==> config.mk <==
export PLATFORM = sky130hd
export DESIGN_NAME = pma_attr_responder
export DESIGN_NICKNAME = d
export VERILOG_FILES = /design/src/rtl/pma_attr_responder_pkg.sv /design/src/rtl/pma_rule_slice.sv /design/src/rtl/pma_attr_responder.sv
export SDC_FILE = /design/constraint.sdc
export NUM_CORES = 1
export LEC_CHECK = 0
export BUFFER_PORTS_ARGS = -buffer_cell sky130_fd_sc_hd__buf_2
export CORE_MARGIN = 3
export CORE_UTILIZATION = 56
export CTS_CLUSTER_SIZE = 40
export DETAILED_ROUTE_END_ITERATION = 8
export GPL_ROUTABILITY_DRIVEN = 0
export PLACE_DENSITY = 0.83
export SYNTH_ARGS = -nofsm -noshare
export SYNTH_HDL_FRONTEND = slang
export SYNTH_HIERARCHICAL = 1
export SYNTH_SLANG_ARGS = --single-unit
==> constraint.sdc <==
create_clock -name clk_i -period 1.7 [get_ports clk_i]
set_input_delay 0.17 -clock clk_i [delete_from_list [all_inputs] [get_ports clk_i]]
set_output_delay 0.17 -clock clk_i [all_outputs]
set_load 0.05 [all_outputs]
==> src/rtl/pma_attr_responder_pkg.sv <==
// Shared configuration type, attribute struct, FSM states and the range check
// used by the PMA attribute responder.
package pma_attr_responder_pkg;

    localparam int unsigned NrMaxRules          = 16;
    localparam int unsigned RuleIdxW            = $clog2(NrMaxRules);
    localparam int unsigned PmaMaxRulesPerCycle = 16;
    localparam int unsigned IdxW                = 8;

    typedef struct packed {
        int unsigned                 NrNonIdempotentRules;
        logic [NrMaxRules-1:0][63:0] NonIdempotentAddrBase;
        logic [NrMaxRules-1:0][63:0] NonIdempotentLength;
        int unsigned                 NrExecuteRegionRules;
        logic [NrMaxRules-1:0][63:0] ExecuteRegionAddrBase;
        logic [NrMaxRules-1:0][63:0] ExecuteRegionLength;
        int unsigned                 NrCachedRegionRules;
        logic [NrMaxRules-1:0][63:0] CachedRegionAddrBase;
        logic [NrMaxRules-1:0][63:0] CachedRegionLength;
    } cva6_cfg_t;

    localparam cva6_cfg_t cva6_cfg_empty = '0;

    typedef struct packed {
        logic nonidem;
        logic exec;
        logic cache;
    } pma_attr_t;

    typedef enum logic [1:0] {
        IDLE,
        SCAN,
        RESP
    } state_e;

    // The end of a region is computed in 65 bits so base+len == 2^64 does not wrap.
    function automatic logic range_check(input logic [63:0] base,
                                         input logic [63:0] len,
                                         input logic [63:0] address);
        return (address >= base) && ({1'b0, address} < ({1'b0, base} + {1'b0, len}));
    endfunction

    function automatic int unsigned max3(input int unsigned a,
                                         input int unsigned b,
                                         input int unsigned c);
        int unsigned m;
        m = (a > b) ? a : b;
        return (m > c) ? m : c;
    endfunction

endpackage

==> src/rtl/pma_rule_slice.sv <==
// Combinational evaluation of RulesPerCycle consecutive rules of one PMA table,
// starting at idx_i; hits are ORed together.
module pma_rule_slice
    import pma_attr_responder_pkg::*;
#(
    parameter int unsigned RulesPerCycle = 4,
    parameter int unsigned NrRules       = 0
) (
    input  logic [IdxW-1:0]             idx_i,
    input  logic [63:0]                 addr_i,
    input  logic [NrMaxRules-1:0][63:0] base_i,
    input  logic [NrMaxRules-1:0][63:0] len_i,
    output logic                        hit_o
);

    logic [IdxW-1:0] k;

    // Rules past the end of the table are masked so they can never hit.
    always_comb begin
        hit_o = 1'b0;
        k     = '0;
        for (int unsigned i = 0; i < RulesPerCycle; i++) begin
            k = idx_i + IdxW'(i);
            if (32'(k) < NrRules) begin
                hit_o = hit_o | range_check(base_i[k[RuleIdxW-1:0]], len_i[k[RuleIdxW-1:0]], addr_i);
            end
        end
    end

endmodule

==> src/rtl/pma_attr_responder.sv <==
// Sequential PMA attribute responder: scans the three rule tables RulesPerCycle rules
// per cycle. Optional last-hit entry enabled by defining PMA_ATTR_LAST_HIT_EN.
module pma_attr_responder
    import pma_attr_responder_pkg::*;
#(
    parameter cva6_cfg_t   CVA6Cfg       = cva6_cfg_empty,
    parameter int unsigned RulesPerCycle = 4
) (
    input  logic        clk_i,
    input  logic        rst_ni,
    input  logic        flush_i,
    input  logic        req_valid_i,
    output logic        req_ready_o,
    input  logic [63:0] req_addr_i,
    output logic        rsp_valid_o,
    input  logic        rsp_ready_i,
    output logic        rsp_nonidem_o,
    output logic        rsp_exec_o,
    output logic        rsp_cache_o,
    output logic        busy_o
);

    localparam int unsigned MaxRules = max3(CVA6Cfg.NrNonIdempotentRules,
                                            CVA6Cfg.NrExecuteRegionRules,
                                            CVA6Cfg.NrCachedRegionRules);
    localparam int unsigned NScan    = (MaxRules + RulesPerCycle - 1) / RulesPerCycle;
    localparam logic [IdxW-1:0] Step    = IdxW'(RulesPerCycle);
    localparam logic [IdxW-1:0] LastIdx = (NScan == 0) ? '0 : IdxW'((NScan - 1) * RulesPerCycle);

    state_e          state_q, state_d;
    logic [63:0]     addr_q, addr_d;
    logic [IdxW-1:0] idx_q, idx_d;
    pma_attr_t       attr_q, attr_d;
    pma_attr_t       scan_hit;
    logic            req_ready_q, req_ready_d;
    logic            rsp_valid_q, rsp_valid_d;
    logic            busy_q, busy_d;
`ifdef PMA_ATTR_LAST_HIT_EN
    logic            hit_valid_q, hit_valid_d;
    logic [63:0]     hit_addr_q, hit_addr_d;
    pma_attr_t       hit_attr_q, hit_attr_d;
`endif

    pma_rule_slice #(.RulesPerCycle(RulesPerCycle), .NrRules(CVA6Cfg.NrNonIdempotentRules)) u_slice_nonidem (
        .idx_i (idx_q),
        .addr_i(addr_q),
        .base_i(CVA6Cfg.NonIdempotentAddrBase),
        .len_i (CVA6Cfg.NonIdempotentLength),
        .hit_o (scan_hit.nonidem)
    );

    pma_rule_slice #(.RulesPerCycle(RulesPerCycle), .NrRules(CVA6Cfg.NrExecuteRegionRules)) u_slice_exec (
        .idx_i (idx_q),
        .addr_i(addr_q),
        .base_i(CVA6Cfg.ExecuteRegionAddrBase),
        .len_i (CVA6Cfg.ExecuteRegionLength),
        .hit_o (scan_hit.exec)
    );

    pma_rule_slice #(.RulesPerCycle(RulesPerCycle), .NrRules(CVA6Cfg.NrCachedRegionRules)) u_slice_cache (
        .idx_i (idx_q),
        .addr_i(addr_q),
        .base_i(CVA6Cfg.CachedRegionAddrBase),
        .len_i (CVA6Cfg.CachedRegionLength),
        .hit_o (scan_hit.cache)
    );

    // Flush wins over everything; outputs are derived from the next state so they are registered.
    always_comb begin
        state_d = state_q;
        addr_d  = addr_q;
        idx_d   = idx_q;
        attr_d  = attr_q;
`ifdef PMA_ATTR_LAST_HIT_EN
        hit_valid_d = hit_valid_q;
        hit_addr_d  = hit_addr_q;
        hit_attr_d  = hit_attr_q;
`endif
        unique case (state_q)
            IDLE: begin
                if (req_valid_i && req_ready_q && !flush_i) begin
                    addr_d  = req_addr_i;
                    idx_d   = '0;
                    attr_d  = '0;
                    state_d = (NScan > 0) ? SCAN : RESP;
`ifdef PMA_ATTR_LAST_HIT_EN
                    if (hit_valid_q && (req_addr_i == hit_addr_q)) begin
                        attr_d  = hit_attr_q;
                        state_d = RESP;
                    end
`endif
                end
            end
            SCAN: begin
                if (flush_i) begin
                    state_d = IDLE;
                end else begin
                    attr_d = attr_q | scan_hit;
                    idx_d  = idx_q + Step;
                    if (idx_q == LastIdx) begin
                        state_d = RESP;
                    end
                end
            end
            RESP: begin
                if (flush_i) begin
                    state_d = IDLE;
                end else if (rsp_ready_i) begin
                    state_d = IDLE;
`ifdef PMA_ATTR_LAST_HIT_EN
                    hit_valid_d = 1'b1;
                    hit_addr_d  = addr_q;
                    hit_attr_d  = attr_q;
`endif
                end
            end
            default: state_d = IDLE;
        endcase
        req_ready_d = (state_d == IDLE);
        rsp_valid_d = (state_d == RESP);
        busy_d      = (state_d != IDLE);
    end

    always_ff @(posedge clk_i or negedge rst_ni) begin
        if (!rst_ni) begin
            state_q     <= IDLE;
            addr_q      <= '0;
            idx_q       <= '0;
            attr_q      <= '0;
            req_ready_q <= 1'b1;
            rsp_valid_q <= 1'b0;
            busy_q      <= 1'b0;
`ifdef PMA_ATTR_LAST_HIT_EN
            hit_valid_q <= 1'b0;
            hit_addr_q  <= '0;
            hit_attr_q  <= '0;
`endif
        end else begin
            state_q     <= state_d;
            addr_q      <= addr_d;
            idx_q       <= idx_d;
            attr_q      <= attr_d;
            req_ready_q <= req_ready_d;
            rsp_valid_q <= rsp_valid_d;
            busy_q      <= busy_d;
`ifdef PMA_ATTR_LAST_HIT_EN
            hit_valid_q <= hit_valid_d;
            hit_addr_q  <= hit_addr_d;
            hit_attr_q  <= hit_attr_d;
`endif
        end
    end

    assign req_ready_o   = req_ready_q;
    assign rsp_valid_o   = rsp_valid_q;
    assign rsp_nonidem_o = attr_q.nonidem;
    assign rsp_exec_o    = attr_q.exec;
    assign rsp_cache_o   = attr_q.cache;
    assign busy_o        = busy_q;

endmodule

==> impl_results.md <==
- Run status: completed
- Detailed Routing Iterations Pass 1: 2
- Clk_skew: 1.50 ps
- Routed wire length: 1180 um
- Final setup viols: 0
- Highest fanout seen on the critical path: 7
- Arrival time at the worst endpoint: 1620 ps
- Leakage dissipation: 0.381 nW
- Total negative slack: 0 ps
- Buffer cell driving the clock tree root: sky130_fd_sc_hd__clkbuf_4
- Fin. max-slew vios: 0
- Path class of the lowest-slack min-delay path: input port to register
- Worst Setup End Kind: register
- Peak ir drop on the vdd network: 0.630 mV
- Starting density of the core: 60.7%
- Number of antenna violations at the first check in global routing: 0
- Worst Hold Slack: 133 ps
- Number of violations reported at the end of detailed-routing iteration 0: 11
- Core Rows: 12
- Tcrit/Tclk final: 83.3%
- Final nets: 151
- Global route total overflow: 0
- Pin count of the biggest net entering global routing: 15
- Total half-perimeter wirelength after legalization and detailed placement: 905 um
- Placement Setup Slack: 300 ps
- Diode insertion count for antenna repair: 0
- Required time reported for the critical path endpoint: 1910 ps
- Fill cells: 90
- Clock sinks: 14
- Worst path max stage delay: 440 ps
- Kind of start point of the critical path: register
- Maximum level of the CTS H-tree: 1
- Via count of the first global-routing pass: 457
- Final hold violation count: 0
- DIE HEIGHT: 41.2 um
- CTS clock-pin slew for the worst setup and hold paths: 80 ps
- Non-filler instance count after layout: 93
- Postcts setup bufs: 0
- Total nets after synthesis: 138
- Number of warning messages in the yosys log: 6
- Count of buffers inserted at the top-level ports: 10
- GRT Resource Usage Total: 17.9%
- Max-cap viol count: 0
- Post-cts repair resize count: 0
- Fraction of final layout cells sized beyond drive strength 1: 26.6%
- CTS tree: built
- CP Class: register to register
- Vias per Instance: 5.45
- First-pass GRT wire length: 1910 um
- Overall via count from detail_route: 507
- Detailed-route wire length per cell: 12.7 um
- Relative area change from synthesis to final layout: 12.6%
- Setup repair after global routing missed its margin: no
- Latest clock arrival within the worst-skew pair: 280 ps
- Master of the slowest instance on the critical path: sky130_fd_sc_hd__dfrtp_1
- Total CTS buffers: 3
- Count of unresolved DRC violations after routing: 0
- Core footprint: 1140 um2
- Syn_area_per_cell: 10.3 um2
- CP Cell Sequence: or2_1, buf_4, or3_1, a21oi_1
- Number of placed I/O pins: 75
- Final worst slack: 284 ps
- Post-synthesis instance total: 67
- FMAX: 706 MHz
- Maximum buffer depth of the clock tree: 2
- Post-Syn Area: 693 um2
- Total power density per cell area: 836 nW/um2
- Die Span X: 41.2 um
- Die area: 1700 um2
- Post-route antenna net violation count: 0
- Placed cell count: 88
- Post-layout min period: 1420 ps
## cells in the final DEF, fill, tap and decap left out, drive strengths merged, types with 2 or more instances in the layout
| cell type | count |
|---|---|
| nand2 | 5 |
| buf | 12 |
| a21oi | 6 |
| nor2 | 5 |
| dfrtp | 13 |
| clkbuf | 4 |
| conb | 3 |
| ha | 2 |
| a221oi | 2 |
| o21ai | 5 |
| nand3 | 2 |
| inv | 2 |
## worst max-delay path: cells and delay by family, from the launching register on
family                 cells  cell delay, ps
DFF                        1             440
and+or+nand+nor            2             590
buffers and inverters      1             170
AOI/OAI and AO/OA          1             150
## final timing paths
| path | endpoint | slack [ps] | start | depth (start not counted) |
|---|---|---|---|---|
| worst max-delay path | idx_q[5]$_DFFE_PN0P_ | 280 | state_q[1]$_DFF_PN0_ | 4 |
| worst min-delay path | busy_o$_DFF_PN0_ | 130 | flush_i | 2 |
| worst max register to register | idx_q[5]$_DFFE_PN0P_ | 280 | state_q[1]$_DFF_PN0_ | 4 |
| worst min register to register | rsp_cache_o$_DFFE_PN0P_ | 510 | rsp_cache_o$_DFFE_PN0P_ | 2 |
| max in group asynchronous | req_ready_o$_DFF_PN1_ | 1120 | rst_ni | 2 |
| min in group asynchronous | rsp_valid_o$_DFF_PN0_ | 300 | rst_ni | 2 |
## timing repair
action,4_1_cts,5_1_grt
hold endpoints to repair,13,0
hold buffers,1,0
endpoints found under the setup margin,0,0
## flip-flops by register name (all words and copies together), names as in the netlist
register and cells:
rsp_cache_o 1, rsp_exec_o 1, rsp_valid_o 1, state_q 2, rsp_nonidem_o 1, busy_o 1
req_ready_o 1, idx_q 6
## through the flow
stage               area, um2  power [W]  util (%)
global placement          734   0.000424      64.4
detailed placement        734   0.000424      64.4
finish                    781   0.000653      68.4
CTS                       781   0.000662      68.4
floorplan                 693   0.000410         -
global route              781   0.000686      68.4
## routing by layer
metal | up-vias | wire length [um] | track usage, %
li1 | 252 | - | -
met4 | 0 | 23 | 7.14
met2 | 8 | 561 | 27.8
met3 | 2 | 48 | 4.89
met1 | 245 | 548 | 23.3
met5 | - | 0 | 0
## area by class of cell
cell class,instances,area [um2],area share (%)
Sequential cell,14,352,45.0
Multi-Input combinational cell,46,293,37.5
Timing Repair Buffer,13,75.1,9.62
Clock buffer,4,36.3,4.65
Tap cell,14,17.5,2.24
Inverter,2,7.51,0.962
## report_power, final
part / switching [W] / internal, W / leakage (nW)
clock: 0.000103 / 0.000130 / 0.0210
combinational: 0.0000506 / 0.0000222 / 0.170
sequential: 0.00000507 / 0.000342 / 0.190
total: 0.000159 / 0.000494 / 0.381
Note: power is estimated with default switching activity, not from simulation.
